--- src/rtl/hash_light_pkg.sv ---
// Shared types and constants for the light-hash message driver.
//   drv_state_t : driver FSM states
//   BLOCK_BYTES : bytes per hash block
//   PAD_BYTE    : first padding byte after the final message byte
//   LEN_W       : width of the message length block
//   IDX_W       : width of the byte-lane index inside a block
package hash_light_pkg;

  typedef enum logic [2:0] {
    COLLECT,
    START,
    WAIT,
    PAD,
    LEN,
    OUT
  } drv_state_t;

  localparam int         BLOCK_BYTES = 4;
  localparam logic [7:0] PAD_BYTE    = 8'h80;
  localparam int         LEN_W       = 32;
  localparam int         IDX_W       = $clog2(BLOCK_BYTES);

endpackage

--- src/rtl/hash_msg_driver_if.sv ---
// Bundle of every handshake/bus signal around the message driver.
//   in_*   : byte stream from the system source
//   core_* : start/done interface to the hash core
//   d_*    : final digest output
//   err    : core timeout pulse
// Handshake rules: a byte transfers on a rising clk edge where
// in_valid && in_ready; a digest transfers where d_valid && d_ready, and
// d_valid/d_out stay stable until that edge. core_start is a one-cycle pulse
// and core_done a one-cycle pulse with core_d valid in the same cycle; no
// second core_start is issued before core_done of the previous one.
// Modport master is the driver's view, slave is the environment's view.
interface hash_msg_driver_if;

  logic        in_valid;
  logic [7:0]  in_byte;
  logic        in_last;
  logic        in_ready;
  logic        core_start;
  logic [31:0] core_m;
  logic [31:0] core_iv;
  logic [31:0] core_d;
  logic        core_done;
  logic [31:0] d_out;
  logic        d_valid;
  logic        d_ready;
  logic        err;

  modport master (
    input  in_valid, in_byte, in_last, core_d, core_done, d_ready,
    output in_ready, core_start, core_m, core_iv, d_out, d_valid, err
  );

  modport slave (
    output in_valid, in_byte, in_last, core_d, core_done, d_ready,
    input  in_ready, core_start, core_m, core_iv, d_out, d_valid, err
  );

endinterface

--- src/rtl/hash_block_packer.sv ---
// Packs message bytes into a 4-byte block.
// Ports:
//   clk, rst  : clock, synchronous active-high reset
//   clear     : return the lane index to 0 (abort)
//   accept    : a byte is transferred this cycle
//   data      : the byte being transferred
//   last      : the byte is the final message byte
//   blk       : block accumulated so far (held by the parent)
//   blk_next  : blk with data inserted in the current lane, 0x80 padding
//               after it when last, zeros in every higher lane
//   blk_done  : the block is ready to send (full or final byte)
//   pad_set   : the final byte filled the block, so a pure padding block
//               must follow
module hash_block_packer
  import hash_light_pkg::*;
(
  input  logic        clk,
  input  logic        rst,
  input  logic        clear,
  input  logic        accept,
  input  logic [7:0]  data,
  input  logic        last,
  input  logic [31:0] blk,
  output logic [31:0] blk_next,
  output logic        blk_done,
  output logic        pad_set
);

  localparam logic [IDX_W-1:0] LAST_IDX = IDX_W'(BLOCK_BYTES - 1);

  logic [IDX_W-1:0] idx;

  always_ff @(posedge clk) begin
    if (rst || clear) begin
      idx <= '0;
    end else if (accept) begin
      // A final byte always ends the block, so the next message restarts at lane 0.
      idx <= last ? '0 : idx + 1'b1;
    end
  end

  always_comb begin
    blk_next = '0;
    for (int k = 0; k < BLOCK_BYTES; k++) begin
      if (k < int'(idx)) begin
        blk_next[8*k +: 8] = blk[8*k +: 8];
      end else if (k == int'(idx)) begin
        blk_next[8*k +: 8] = data;
      end else if (last && (k == int'(idx) + 1)) begin
        blk_next[8*k +: 8] = PAD_BYTE;
      end
    end
  end

  assign blk_done = accept && (last || (idx == LAST_IDX));
  assign pad_set  = accept && last && (idx == LAST_IDX);

endmodule

--- src/rtl/hash_msg_driver.sv ---
// Initiator side of the light-hash core. Packs a byte stream into 4-byte
// blocks, appends 0x80/zero padding and a 32-bit byte-length block, runs
// the core once per block chaining each digest as the next IV, and offers
// the final digest on a valid/ready output.
// Ports:
//   clk, rst  : clock, synchronous active-high reset
//   bus       : hash_msg_driver_if.master (byte input, core start/done,
//               digest output, err)
//   fsm_state : current FSM state, for observation
module hash_msg_driver
  import hash_light_pkg::*;
#(
  parameter logic [31:0] IV_INIT  = 32'h0123_4567,
  parameter int          WAIT_MAX = 64
) (
  input  logic                      clk,
  input  logic                      rst,
  hash_msg_driver_if.master         bus,
  output drv_state_t                fsm_state
);

  localparam int            TW     = $clog2(WAIT_MAX + 1);
  localparam logic [TW-1:0] T_LAST = TW'(WAIT_MAX - 1);

  drv_state_t       state;
  drv_state_t       state_next;
  logic [31:0]      core_m;
  logic [31:0]      core_iv;
  logic [31:0]      chain;
  logic [LEN_W-1:0] len_cnt;
  logic             pad_flag;
  logic             len_flag;
  logic             msg_end;
  logic [TW-1:0]    timer;

  logic             accept;
  logic             timeout;
  logic             blk_done;
  logic             pad_set;
  logic [31:0]      blk_next;

  assign accept = bus.in_valid && (state == COLLECT);

  // Timer counts completed WAIT cycles; the abort fires in the WAIT_MAX-th
  // WAIT cycle, i.e. WAIT_MAX cycles after the core_start cycle.
  assign timeout = (state == WAIT) && !bus.core_done && (timer == T_LAST);

  hash_block_packer u_packer (
    .clk      (clk),
    .rst      (rst),
    .clear    (timeout),
    .accept   (accept),
    .data     (bus.in_byte),
    .last     (bus.in_last),
    .blk      (core_m),
    .blk_next (blk_next),
    .blk_done (blk_done),
    .pad_set  (pad_set)
  );

  always_ff @(posedge clk) begin
    if (rst) begin
      state <= COLLECT;
    end else begin
      state <= state_next;
    end
  end

  always_comb begin
    state_next     = state;
    bus.in_ready   = 1'b0;
    bus.core_start = 1'b0;
    bus.d_valid    = 1'b0;
    bus.err        = timeout;
    case (state)
      COLLECT: begin
        bus.in_ready = 1'b1;
        if (blk_done) state_next = START;
      end
      START: begin
        bus.core_start = 1'b1;
        state_next     = WAIT;
      end
      WAIT: begin
        if (bus.core_done) begin
          if (pad_flag)      state_next = PAD;
          else if (len_flag) state_next = LEN;
          else if (msg_end)  state_next = OUT;
          else               state_next = COLLECT;
        end else if (timeout) begin
          state_next = COLLECT;
        end
      end
      PAD:     state_next = START;
      LEN:     state_next = START;
      OUT: begin
        bus.d_valid = 1'b1;
        if (bus.d_ready) state_next = COLLECT;
      end
      default: state_next = COLLECT;
    endcase
  end

  // A timeout is a full clear, identical to reset for every register.
  always_ff @(posedge clk) begin
    if (rst || timeout) begin
      core_m   <= '0;
      core_iv  <= IV_INIT;
      chain    <= '0;
      len_cnt  <= '0;
      pad_flag <= 1'b0;
      len_flag <= 1'b0;
      msg_end  <= 1'b0;
      timer    <= '0;
    end else begin
      case (state)
        COLLECT: begin
          if (accept) begin
            core_m  <= blk_next;
            len_cnt <= len_cnt + 1'b1;
            if (bus.in_last) begin
              len_flag <= 1'b1;
              msg_end  <= 1'b1;
              pad_flag <= pad_set;
            end
          end
        end
        START: timer <= '0;
        WAIT: begin
          if (bus.core_done) begin
            chain   <= bus.core_d;
            core_iv <= bus.core_d;
          end else begin
            timer <= timer + 1'b1;
          end
        end
        PAD: begin
          core_m   <= {24'h0, PAD_BYTE};
          pad_flag <= 1'b0;
        end
        LEN: begin
          core_m   <= len_cnt;
          len_flag <= 1'b0;
        end
        OUT: begin
          if (bus.d_ready) begin
            core_iv <= IV_INIT;
            len_cnt <= '0;
            msg_end <= 1'b0;
          end
        end
        default: ;
      endcase
    end
  end

  // chain only moves on core_done, so d_out is stable for the whole OUT state.
  assign bus.d_out   = chain;
  assign bus.core_m  = core_m;
  assign bus.core_iv = core_iv;
  assign fsm_state   = state;

endmodule

--- src/flat_wrapper.sv ---
// flat-port wrapper written by rule: the top's interface ports become plain ports
module hash_msg_driver_flat import hash_light_pkg::*;
#(
  parameter logic [31:0] IV_INIT  = 32'h0123_4567,
  parameter int          WAIT_MAX = 64
)
  (clk, rst, fsm_state, bus_in_valid, bus_in_byte, bus_in_last, bus_core_d, bus_core_done, bus_d_ready, bus_in_ready, bus_core_start, bus_core_m, bus_core_iv, bus_d_out, bus_d_valid, bus_err);
  hash_msg_driver_if bus_i ();
  input  logic clk;
  input  logic rst;
  output drv_state_t fsm_state;
  input wire logic [$bits(bus_i.in_valid)-1:0] bus_in_valid;
  input wire logic [$bits(bus_i.in_byte)-1:0] bus_in_byte;
  input wire logic [$bits(bus_i.in_last)-1:0] bus_in_last;
  input wire logic [$bits(bus_i.core_d)-1:0] bus_core_d;
  input wire logic [$bits(bus_i.core_done)-1:0] bus_core_done;
  input wire logic [$bits(bus_i.d_ready)-1:0] bus_d_ready;
  output wire logic [$bits(bus_i.in_ready)-1:0] bus_in_ready;
  output wire logic [$bits(bus_i.core_start)-1:0] bus_core_start;
  output wire logic [$bits(bus_i.core_m)-1:0] bus_core_m;
  output wire logic [$bits(bus_i.core_iv)-1:0] bus_core_iv;
  output wire logic [$bits(bus_i.d_out)-1:0] bus_d_out;
  output wire logic [$bits(bus_i.d_valid)-1:0] bus_d_valid;
  output wire logic [$bits(bus_i.err)-1:0] bus_err;
  assign bus_i.in_valid = bus_in_valid;
  assign bus_i.in_byte = bus_in_byte;
  assign bus_i.in_last = bus_in_last;
  assign bus_i.core_d = bus_core_d;
  assign bus_i.core_done = bus_core_done;
  assign bus_i.d_ready = bus_d_ready;
  assign bus_in_ready = bus_i.in_ready;
  assign bus_core_start = bus_i.core_start;
  assign bus_core_m = bus_i.core_m;
  assign bus_core_iv = bus_i.core_iv;
  assign bus_d_out = bus_i.d_out;
  assign bus_d_valid = bus_i.d_valid;
  assign bus_err = bus_i.err;
  hash_msg_driver #(.IV_INIT(IV_INIT), .WAIT_MAX(WAIT_MAX)) u_core (.clk(clk), .rst(rst), .bus(bus_i), .fsm_state(fsm_state));
endmodule
--- config.mk ---
export PLATFORM = sky130hd
export DESIGN_NAME = hash_msg_driver_flat
export DESIGN_NICKNAME = d
export VERILOG_FILES = /design/src/rtl/hash_light_pkg.sv /design/src/rtl/hash_msg_driver_if.sv /design/src/rtl/hash_block_packer.sv /design/src/rtl/hash_msg_driver.sv /design/src/flat_wrapper.sv
export SDC_FILE = /design/constraint.sdc
export NUM_CORES = 1
export LEC_CHECK = 0
export ABC_AREA = 0
export CORE_ASPECT_RATIO = 0.8
export CORE_MARGIN = 2
export CORE_UTILIZATION = 30
export CTS_BUF_LIST = sky130_fd_sc_hd__clkbuf_4 sky130_fd_sc_hd__clkbuf_8 sky130_fd_sc_hd__clkbuf_16
export CTS_CLUSTER_DIAMETER = 60
export DETAILED_ROUTE_END_ITERATION = 6
export PLACE_DENSITY = 0.62
export SLEW_MARGIN = 25
export SYNTH_ARGS = -nofsm -noshare
export SYNTH_HDL_FRONTEND = slang
export SYNTH_SLANG_ARGS = --single-unit
export TNS_END_PERCENT = 20
--- constraint.sdc ---
create_clock -name clk -period 2.1 [get_ports clk]
set_clock_uncertainty 0.05 [all_clocks]
set_input_delay 0.42 -clock clk [delete_from_list [all_inputs] [get_ports clk]]
set_output_delay 0.42 -clock clk [all_outputs]
set_load 0.03 [all_outputs]
Word-level counts from Yosys, hierarchy flattened
Index checks and enable logic that the tools add are counted.

storage, ports and cells
  bits in registers = 143
  input bits = 46
  word-level logic and storage cells = 119

cells by class
  add/sub/neg operators = 4
  magnitude comparators = 3
  eq/ne operators = 23
  mux-type cells = 41
  reduce and logical (&&, ||, !) cells = 35

operators with widths
  cell                   number
  $mux 32                5
  $pmux 32 s2            2
  $pmux 32 s3            1
  $mux 8                 11
  $add 32x1->32 const B  1
  $eq 2x32->1 const A    1
  $eq 3x32->1 const A    1
  $logic_not 32->1       1
  $reduce_and 3->1       8
  $mux 3                 7
  $ne 2x2->1 const B     8
  $pmux 3 s5             1
  $pmux 7 s2             1
  $logic_and 1x1->1      10
  $reduce_bool 2->1      5
  $mux 1                 8
  $add 7x1->7 const B    1
  $eq 7x6->1 const B     1
  $mux 7                 1
  $eq 3x2->1 const B     2
  $eq 3x3->1 const B     2
  $pmux 1 s2             3
  $reduce_and 2->1       3
  $eq 2x2->1 const A     2
  18 further kinds       20

Logic depth before layout (Yosys ltp)
Gate-level depths: netlist of run 1.

  depth after elaboration = 8
  gate-level depth with buffers = 8
  gate-level depth less buffers = 7

Modules after synthesis
From an unflattened synthesis of run 1, not the netlist that was laid out.

unflattened totals
  cell total of the unflattened synthesis = 739
  area, all modules = 6129.6 um2

modules (own cells, without submodules)
  module             times used  cells each  area an instance (um2)  sequential area each (um2)
  hash_msg_driver    1           668         5592.9                  2822.7
  hash_block_packer  1           71          536.8                   40.0

Least setup slack after synthesis of run 1
Ideal clock, no wire load.

  path type = register -> register
  start = register u_core.state[1] (netlist: u_core.fsm_state[1])
  end = register u_core.core_iv[26] (netlist: u_core.bus.core_iv[26])
  data arrival time = 2.210 ns
  data required time = 1.930 ns
  slack = -0.279 ns
  stages on the path, launching flop included = 9
  clock period less this slack = 2.379 ns
  path through = dfxtp_1 -> buf_2 -> nor4b_2 -> and4b_1 -> or2_2 -> clkbuf_1 -> buf_2 -> buf_2 -> a21oi_1

on the way
  word-level cells in the longest chain between the ends = 4
  elaborated cells between the ends (all ways) = 10

RTL lines
  what                            line                    text
  start, declared                 hash_msg_driver.sv:25   drv_state_t state;
  start signal, assigned          hash_msg_driver.sv:65   state <= state_next;
  $eq 3x2->1                      hash_msg_driver.sv:46   assign timeout = (state == WAIT) && !bus.core_done && (timer == T_LAST);
  $logic_and 1x1->1 (2 in a row)  hash_msg_driver.sv:46
  net bus_err                     flat_wrapper.sv:24      output wire logic [$bits(bus_i.err)-1:0] bus_err;
  $logic_or 1x1->1                hash_msg_driver.sv:106  if (rst || timeout) begin
  end signal, assigned            hash_msg_driver.sv:132  core_iv <= bus.core_d;
  end, declared                   hash_msg_driver.sv:28   logic [31:0] core_iv;

The timed path passes the listed nets, and every way through them passes these cells.
A chain may end at the register's enable or synchronous reset.

Final worst setup path of run 1
  start = register u_core.state[1] (netlist: u_core.fsm_state[1])
  end = output bus_in_ready

on the way
  word-level cells in the longest chain between the ends = 2

RTL lines
  what             line                   text
  $logic_not 3->1  hash_msg_driver.sv:75  case (state)
  $mux 1           hash_msg_driver.sv:75
  end, declared    flat_wrapper.sv:18     output wire logic [$bits(bus_i.in_ready)-1:0] bus_in_ready;

No other way between the ends.

==> flow_summary.yaml, run 1 <==
status:
  run_status: "completed"
pwr:
  power.ir.vdd_worst_mv: 0.4233
  static_leakage_nw: 3.088
  power_mw: 6.572
  power_per_cell_area_nw_per_um2: 758.5
detailed_routing:
  avgViaCountPerCell: 4.953
  vias: 5735
  post_route_wl_microns: 18920
  routed_wire_length_per_instance_microns: 16.34
  drt.antenna.violating_nets: 0
  drt_pass1_iterations: 5
  drt_first_iter_violations: 446
  drt_drc_violations_left: 0
global_routing:
  first_global_vias: 5234
  antenna_found_initial: 0
  grt.overflow.total: 0
  first_pass_grt_wire_length_microns: 29060
  gr-usage-all-layers_pct: 17.86
  grt_start_max_net_pins: 38
setup_path:
  path_cells: "buf_4 -> or2_2 -> nor2_1 -> buf_4"
  timing.setup.critical_path_class: "reg -> out"
  worst_path_dominant_cell_family: "simple AND/OR/NAND/NOR gates"
  timing.critical_path.fanout_max: 10
  worst_setup_path_start_kind: "flip-flop"
  type_of_element_capturing_the_critical_path: "primary output"
  slowest_stage: "sky130_fd_sc_hd__or2_2"
  worstPathArrival_ns: 1.62
  critical-path-top-cell-by-count: "sky130_fd_sc_hd__buf_4"
  critPathMaxStageDelay_ns: 0.39
  cp.buffers_inverters: 2
  cp.required_ns: 1.63
floorplanning:
  std_cell_rows: 45
  die_area_sq_um: 20730
  core_sq_um: 19090
  die_h_microns: 129.2
  ioPinCount: 149
  chip_width_microns: 160.5
  floorplan.initialDensity_pct: 30.78
timing:
  setup_repair_after_global_routing_missed_its_margin: "yes"
  report.final.setup_viol: 0
  drv_slew: 0
  slew-limit-headroom_pct: 59.00
  clock_period_minus_final_worst_setup_slack_ns: 2.086
  fin_hold_ws_ns: 0.4029
  final_sum_of_negative_setup_slack_ns: 0
  timing_worst_slew_pin_value_ns: 0.6110
  period_share_pct: 99.33
  fmaxAchievable_mhz: 479.4
  final-hold-violation-count: 0
logic_synthesis:
  post_synth_inst_count: 707
  synth_largest_type_area_fraction_pct: 48.72
  yosysSeqAreaShare_pct: 48.72
  synth_cell_types: 50
  number_of_enable_type_register_cells_in_the_synthesized_netlist: 0
  syn-cell-area_sq_um: 5876
  synth.yosys.warnings: 0
  synth.ff_latch_count: 143
  synthDominantAreaCellType: "sky130_fd_sc_hd__dfxtp_1"
  fraction_of_synthesis_flops_using_an_asynchronous_set_or_reset_pin_pct: 0
  synthesized_nets: 760
  synthTopCellsByArea: "sky130_fd_sc_hd__dfxtp_1, sky130_fd_sc_hd__nand2_1, sky130_fd_sc_hd__a21oi_1, sky130_fd_sc_hd__nor2_1, sky130_fd_sc_hd__a221oi_1"
  postSynth.topFlopCell: "sky130_fd_sc_hd__dfxtp_1"
  postSynthAreaPerCell_sq_um: 8.311
cells_and_area:
  synth_to_layout_area_growth_pct: 47.47
  final_util_pct: 45.40
  n_antenna_cell: 0
  nNetsFinal: 940
  instances_no_fill: 1158
  layout_commonest_cell: "sky130_fd_sc_hd__clkdlybuf4s50_1"
  layout-drive-gt1-share_pct: 14.22
  layout.cells.most_common_list: "sky130_fd_sc_hd__clkdlybuf4s50_1, sky130_fd_sc_hd__dfxtp_1, sky130_fd_sc_hd__nand2_1"
cts:
  cts_max_path_buffers: 2
  numClockSinks: 143
  clock_insertion_delay_worst_skew_ns: 0.42
  clk_transition_reported_paths_ns: 0.06
  ctsRootBufferMaster: "sky130_fd_sc_hd__clkbuf_16"
  cts_buffers: 17
  tritoncts: "yes"
  cts_hold_buffers: 0
  ctsHtreeMaxLevel: 4
worst_hold_path:
  min-delay-path-class: "reg -> reg"
placed_design:
  globalplace.congestion: 0.8534
  port-buffer-count: 148
  sum_of_net_half_perimeters_after_detailed_placement_microns: 13060
  place.detailed.instances: 1120
job:
  max-cap-violations: 0
power breakdown:
part / total [mW] / internal [mW] / switching [mW]
logic: 0.802 / 0.348 / 0.454
registers: 2.84 / 2.79 / 0.0484
clock network: 2.93 / 1.57 / 1.36
total: 6.57 / 4.71 / 1.87
worst min-delay path, cell delays in order (launching register included):
cell and delay (ns):
sky130_fd_sc_hd__dfxtp_1 0.31, sky130_fd_sc_hd__nand2_1 0.05, sky130_fd_sc_hd__a21oi_1 0.05
logic make-up after synthesis:
logic type / synth area share (%)
multiplexers: 0.1916
AND/OR/NAND/NOR: 22.53
AO/OA/AOI/OAI: 18.25
adder cells (fa/ha/maj): 1.491
flip-flops: 48.72
buffers and inverters: 4.195
XOR/XNOR: 4.621
synthesized netlist by cell type, drive strengths merged (7+ instances only):
cell type  instances
nor3              20
dfxtp            143
and2               7
xor2               8
o21ai             42
nor4              10
nand3             13
clkbuf            38
buf               10
nor2              76
inv               13
xnor2             23
a221oi            31
o22ai             12
nand4              9
ha                 7
nand2            125
a21oi             74
final cells by class:
type	instances	area (sq um)
Fill cell	1861	10420
Sequential cell	143	2869
Multi-Input combinational cell	503	2841
Timing Repair Buffer	209	2017
Clock buffer	17	425.4
Tap cell	258	322.8
Clock inverter	15	140.1
Inverter	13	48.80
routing by layer:
layer	vias to the layer above	part of all wire [%]	GRT usage, %
met5	-	0	0
met4	0	1.3	5.140
met3	14	7.0	5.538
met2	197	43	25.51
met1	2694	49	25.81
li1	2830	-	-
state kept, by name, summed over array words and instances (netlist names):
signal               count
u_core.bus.d_out        32
u_core.bus.core_m       32
u_core.timer             7
u_core.fsm_state         3
u_core.u_packer.idx      2
u_core.len_flag          1
u_core.pad_flag          1
u_core.len_cnt          32
u_core.msg_end           1
u_core.bus.core_iv      32
worst paths after layout:
path	from	to	slack, ns	cells after the start
max	u_core.fsm_state[1]	bus_in_ready	0.01	4
min	u_core.bus.core_iv[7]	u_core.bus.core_iv[7]	0.40	2
max reg2reg	u_core.fsm_state[1]	u_core.len_cnt[0]	0.10	6
min reg2reg	u_core.bus.core_iv[7]	u_core.bus.core_iv[7]	0.40	2
per-stage QoR:
stage / setup WS, ns / area [sq um]
after floorplan: -0.005850 / 5889
after global placement: -0.2974 / 7983
after detailed placement: -0.3235 / 7983
after CTS: -0.03665 / 8593
after global routing: -0.05366 / 8665
final: 0.01397 / 8665
repair_timing:
| action | CTS | global route |
|---|---|---|
| pin swaps | 2 | 2 |
| setup buffers | 3 | 3 |
| gates resized for setup | 7 | 12 |
| setup endpoints to repair | 3 | 20 |
| cloned | 0 | 0 |
| hold endpoints to repair | 0 | 0 |
(Power assumes the default switching activity.)
==> inputs of run 2 (changes only) <==
==> constraint.sdc (replaced) <==
create_clock -name clk -period 2.1 [get_ports clk]
set_clock_uncertainty 0.05 [all_clocks]
set_input_delay 0.315 -clock clk [delete_from_list [all_inputs] [get_ports clk]]
set_output_delay 0.315 -clock clk [all_outputs]
set_load 0.03 [all_outputs]
==> run 2 against run 1 <==
  * Fmax decreased by 0.26%
  * Register-to-register slack improved by 0.04 ns
  * Largest power group unchanged
  * Utilization decreased by 0.30 points
  * Cell count decreased by 0.43%
  * Sequential cell count unchanged
  * Count of clock-buffer cells in the layout increased by 1
  * Die area unchanged
  * Largest cell class unchanged
  * Non-clock buffer count decreased by 5
  * Hold slack got worse by 0.0017 ns
==> flow_summary.yaml, run 2 (synthesis results as in run 1) <==
status:
  run_status: "completed"
global_routing:
  use_met3_pct: 5.410
  first_pass_grt_wire_length_microns: 28560
  grt.busiest_layer: "met1"
  first_global_vias: 5198
  grt.overflow.total: 0
  met1_usage_pct: 25.77
  gr-usage-all-layers_pct: 17.56
  grt_util_met2_pct: 24.16
  grt_start_max_net_pins: 38
  antenna_found_initial: 0
setup_path:
  path_cells: "buf_6 -> nor4b_4 -> and4b_2 -> buf_6"
  r2r_cells: 6
  cp.required_ns: 1.74
  timing.critical_path.to: "bus_err"
  type_of_element_capturing_the_critical_path: "primary output"
  worstPathArrival_ns: 1.73
  timing.critical_path.fanout_max: 10
  timing.critical_path.from: "u_core.fsm_state[0]"
  rrSetupSlack_ns: 0.14
  timing.setup.critical_path_class: "reg -> out"
  rr_endpoint: "u_core.len_cnt[28]"
  worst_setup_path_start_kind: "flip-flop"
  critPathMaxStageDelay_ns: 0.38
  slowest_stage: "sky130_fd_sc_hd__dfxtp_4"
  critical_path.reg2reg.startpoint: "u_core.len_cnt[11]"
  critical-path-top-cell-by-count: "sky130_fd_sc_hd__buf_6"
cells_and_area:
  layout_commonest_cell: "sky130_fd_sc_hd__clkdlybuf4s50_1"
  fillers: 1880
  layout-drive-gt1-share_pct: 12.96
  synth_to_layout_area_growth_pct: 46.49
  layout.cells.most_common_list: "sky130_fd_sc_hd__clkdlybuf4s50_1, sky130_fd_sc_hd__dfxtp_1, sky130_fd_sc_hd__nand2_1"
  final_util_pct: 45.09
  final_design_area_no_fill_sq_um: 8607
  nNetsFinal: 935
  n_antenna_cell: 0
floorplanning:
  floorplan.initialDensity_pct: 30.78
  std_cell_rows: 45
  die_h_microns: 129.2
  core_sq_um: 19090
  chip_width_microns: 160.5
  ioPinCount: 149
  die_area_sq_um: 20730
timing:
  final-hold-violation-count: 0
  period_share_pct: 99.59
  setup_repair_after_global_routing_missed_its_margin: "yes"
  drv_slew: 0
  final_sum_of_negative_setup_slack_ns: 0
  report.final.setup_viol: 0
  slew-limit-headroom_pct: 56.63
  fmaxAchievable_mhz: 478.1
  clock_period_minus_final_worst_setup_slack_ns: 2.091
  timing_worst_slew_pin_value_ns: 0.6462
cts:
  cts_buffers: 17
  clk_transition_reported_paths_ns: 0.07
  cts_max_path_buffers: 2
  ctsRootBufferMaster: "sky130_fd_sc_hd__clkbuf_16"
  ctsHtreeMaxLevel: 4
  cts_hold_buffers: 0
  tritoncts: "yes"
  numClockSinks: 143
  clock_insertion_delay_worst_skew_ns: 0.43
detailed_routing:
  post_route_wl_microns: 18290
  drt_first_iter_violations: 402
  drt_pass1_iterations: 5
  drt.antenna.violating_nets: 0
  drt_drc_violations_left: 0
  routed_wire_length_per_instance_microns: 15.87
  avgViaCountPerCell: 4.912
  vias: 5664
pwr:
  power_per_cell_area_nw_per_um2: 769.3
  share_seq_of_total_power_pct: 42.9
  static_leakage_nw: 3.062
  power_mw: 6.622
  power.switching_fraction_pct: 27.04
  pwr-share-clk_pct: 45.3
  pwr-share-comb_pct: 11.8
  power_report.internal_total_mw: 4.831
  switching_power_mw: 1.791
  power.ir.vdd_worst_mv: 0.4700
placed_design:
  sum_of_net_half_perimeters_after_detailed_placement_microns: 13080
  globalplace.congestion: 0.8720
  port-buffer-count: 148
  dpl_cell_area_sq_um: 7958
worst_hold_path:
  min-delay-path-class: "reg -> reg"
  whs_path_depth: 2
job:
  max-cap-violations: 0
-- run 2: cell count changes in the layout (fill, tap and decap cells not counted), sizes merged --
| cell | previous run | this run |
|---|---|---|
| buf | 65 | 60 |
| bufinv | 0 | 1 |
| clkinv | 1 | 4 |
| clkinvlp | 5 | 2 |
| dlygate4sd2 | 0 | 2 |
| dlymetal6s2s | 1 | 0 |
| inv | 22 | 20 |
-- run 2: area by class of cell --
type | instances | area (sq um) | share of cell area [%]
Sequential cell | 143 | 2874 | 33.39
Timing Repair Buffer | 204 | 1963 | 22.81
Inverter | 13 | 48.80 | 0.5669
Multi-Input combinational cell | 503 | 2809 | 32.64
Clock buffer | 18 | 439.2 | 5.102
Clock inverter | 14 | 150.1 | 1.744
Tap cell | 258 | 322.8 | 3.751
-- run 2: worst min path at each step --
stage / from / to / slack, ns
detailed placement: u_core.bus.d_out[20] / u_core.bus.d_out[20] / 0.40
CTS: bus_core_d[22] / u_core.bus.core_iv[22] / 0.40
global placement: u_core.bus.d_out[3] / u_core.bus.d_out[3] / 0.39
floorplan: rst / u_core.fsm_state[2] / 0.34
global route: bus_core_d[24] / u_core.bus.d_out[24] / 0.41
finish: u_core.bus.d_out[20] / u_core.bus.d_out[20] / 0.40
-- run 2: what timing repair did --
item | 4_1_cts | 5_1_grt
setup endpoints to repair | 6 | 17
gates resized for setup | 5 | 10
buffers inserted | 0 | 3
hold endpoints to repair | 0 | 0
pin swaps | 0 | 2
-- run 2: metal layers --
| layer | part of all wire [%] | routed length, microns |
|---|---|---|
| met1 | 49 | 9042 |
| met2 | 41 | 7545 |
| met3 | 7.5 | 1364 |
| met4 | 1.9 | 341 |
| met5 | 0 | 0 |
-- run 2: worst max-delay path, delay by kind of cell (launching register included) --
kind / cells / cell delay, ns
flip-flops: 1 / 0.38
buffers and inverters: 2 / 0.29
AND/OR/NAND/NOR: 2 / 0.62
-- run 2: per-stage QoR --
stage | setup WS, ns | instances | hold slack, ns
2_1_floorplan | -0.005850 | 707 | 0.3374
3_3_place_gp | -0.1742 | 1118 | 0.3916
4_1_cts | -0.05655 | 1150 | 0.3998
5_1_grt | -0.06442 | 1153 | 0.4090
6_report | 0.008524 | 1153 | 0.4012
3_5_place_dp | -0.2089 | 1118 | 0.3960
-- run 2: power by group through the flow --
stage               Combinational [mW]  Clock [mW]  Sequential, mW
floorplan                        0.270           0            3.02
global placement                 0.767           0            2.90
detailed placement               0.769           0            2.90
CTS                              0.772        3.08            2.84
global route                     0.841        3.22            2.85
finish                           0.779        3.00            2.84
==> inputs of run 3 (changes only) <==
- ABC_AREA: 0 -> default
==> results of run 3 <==
No change in the layout: final DEF, timing and power equal those of run 2.
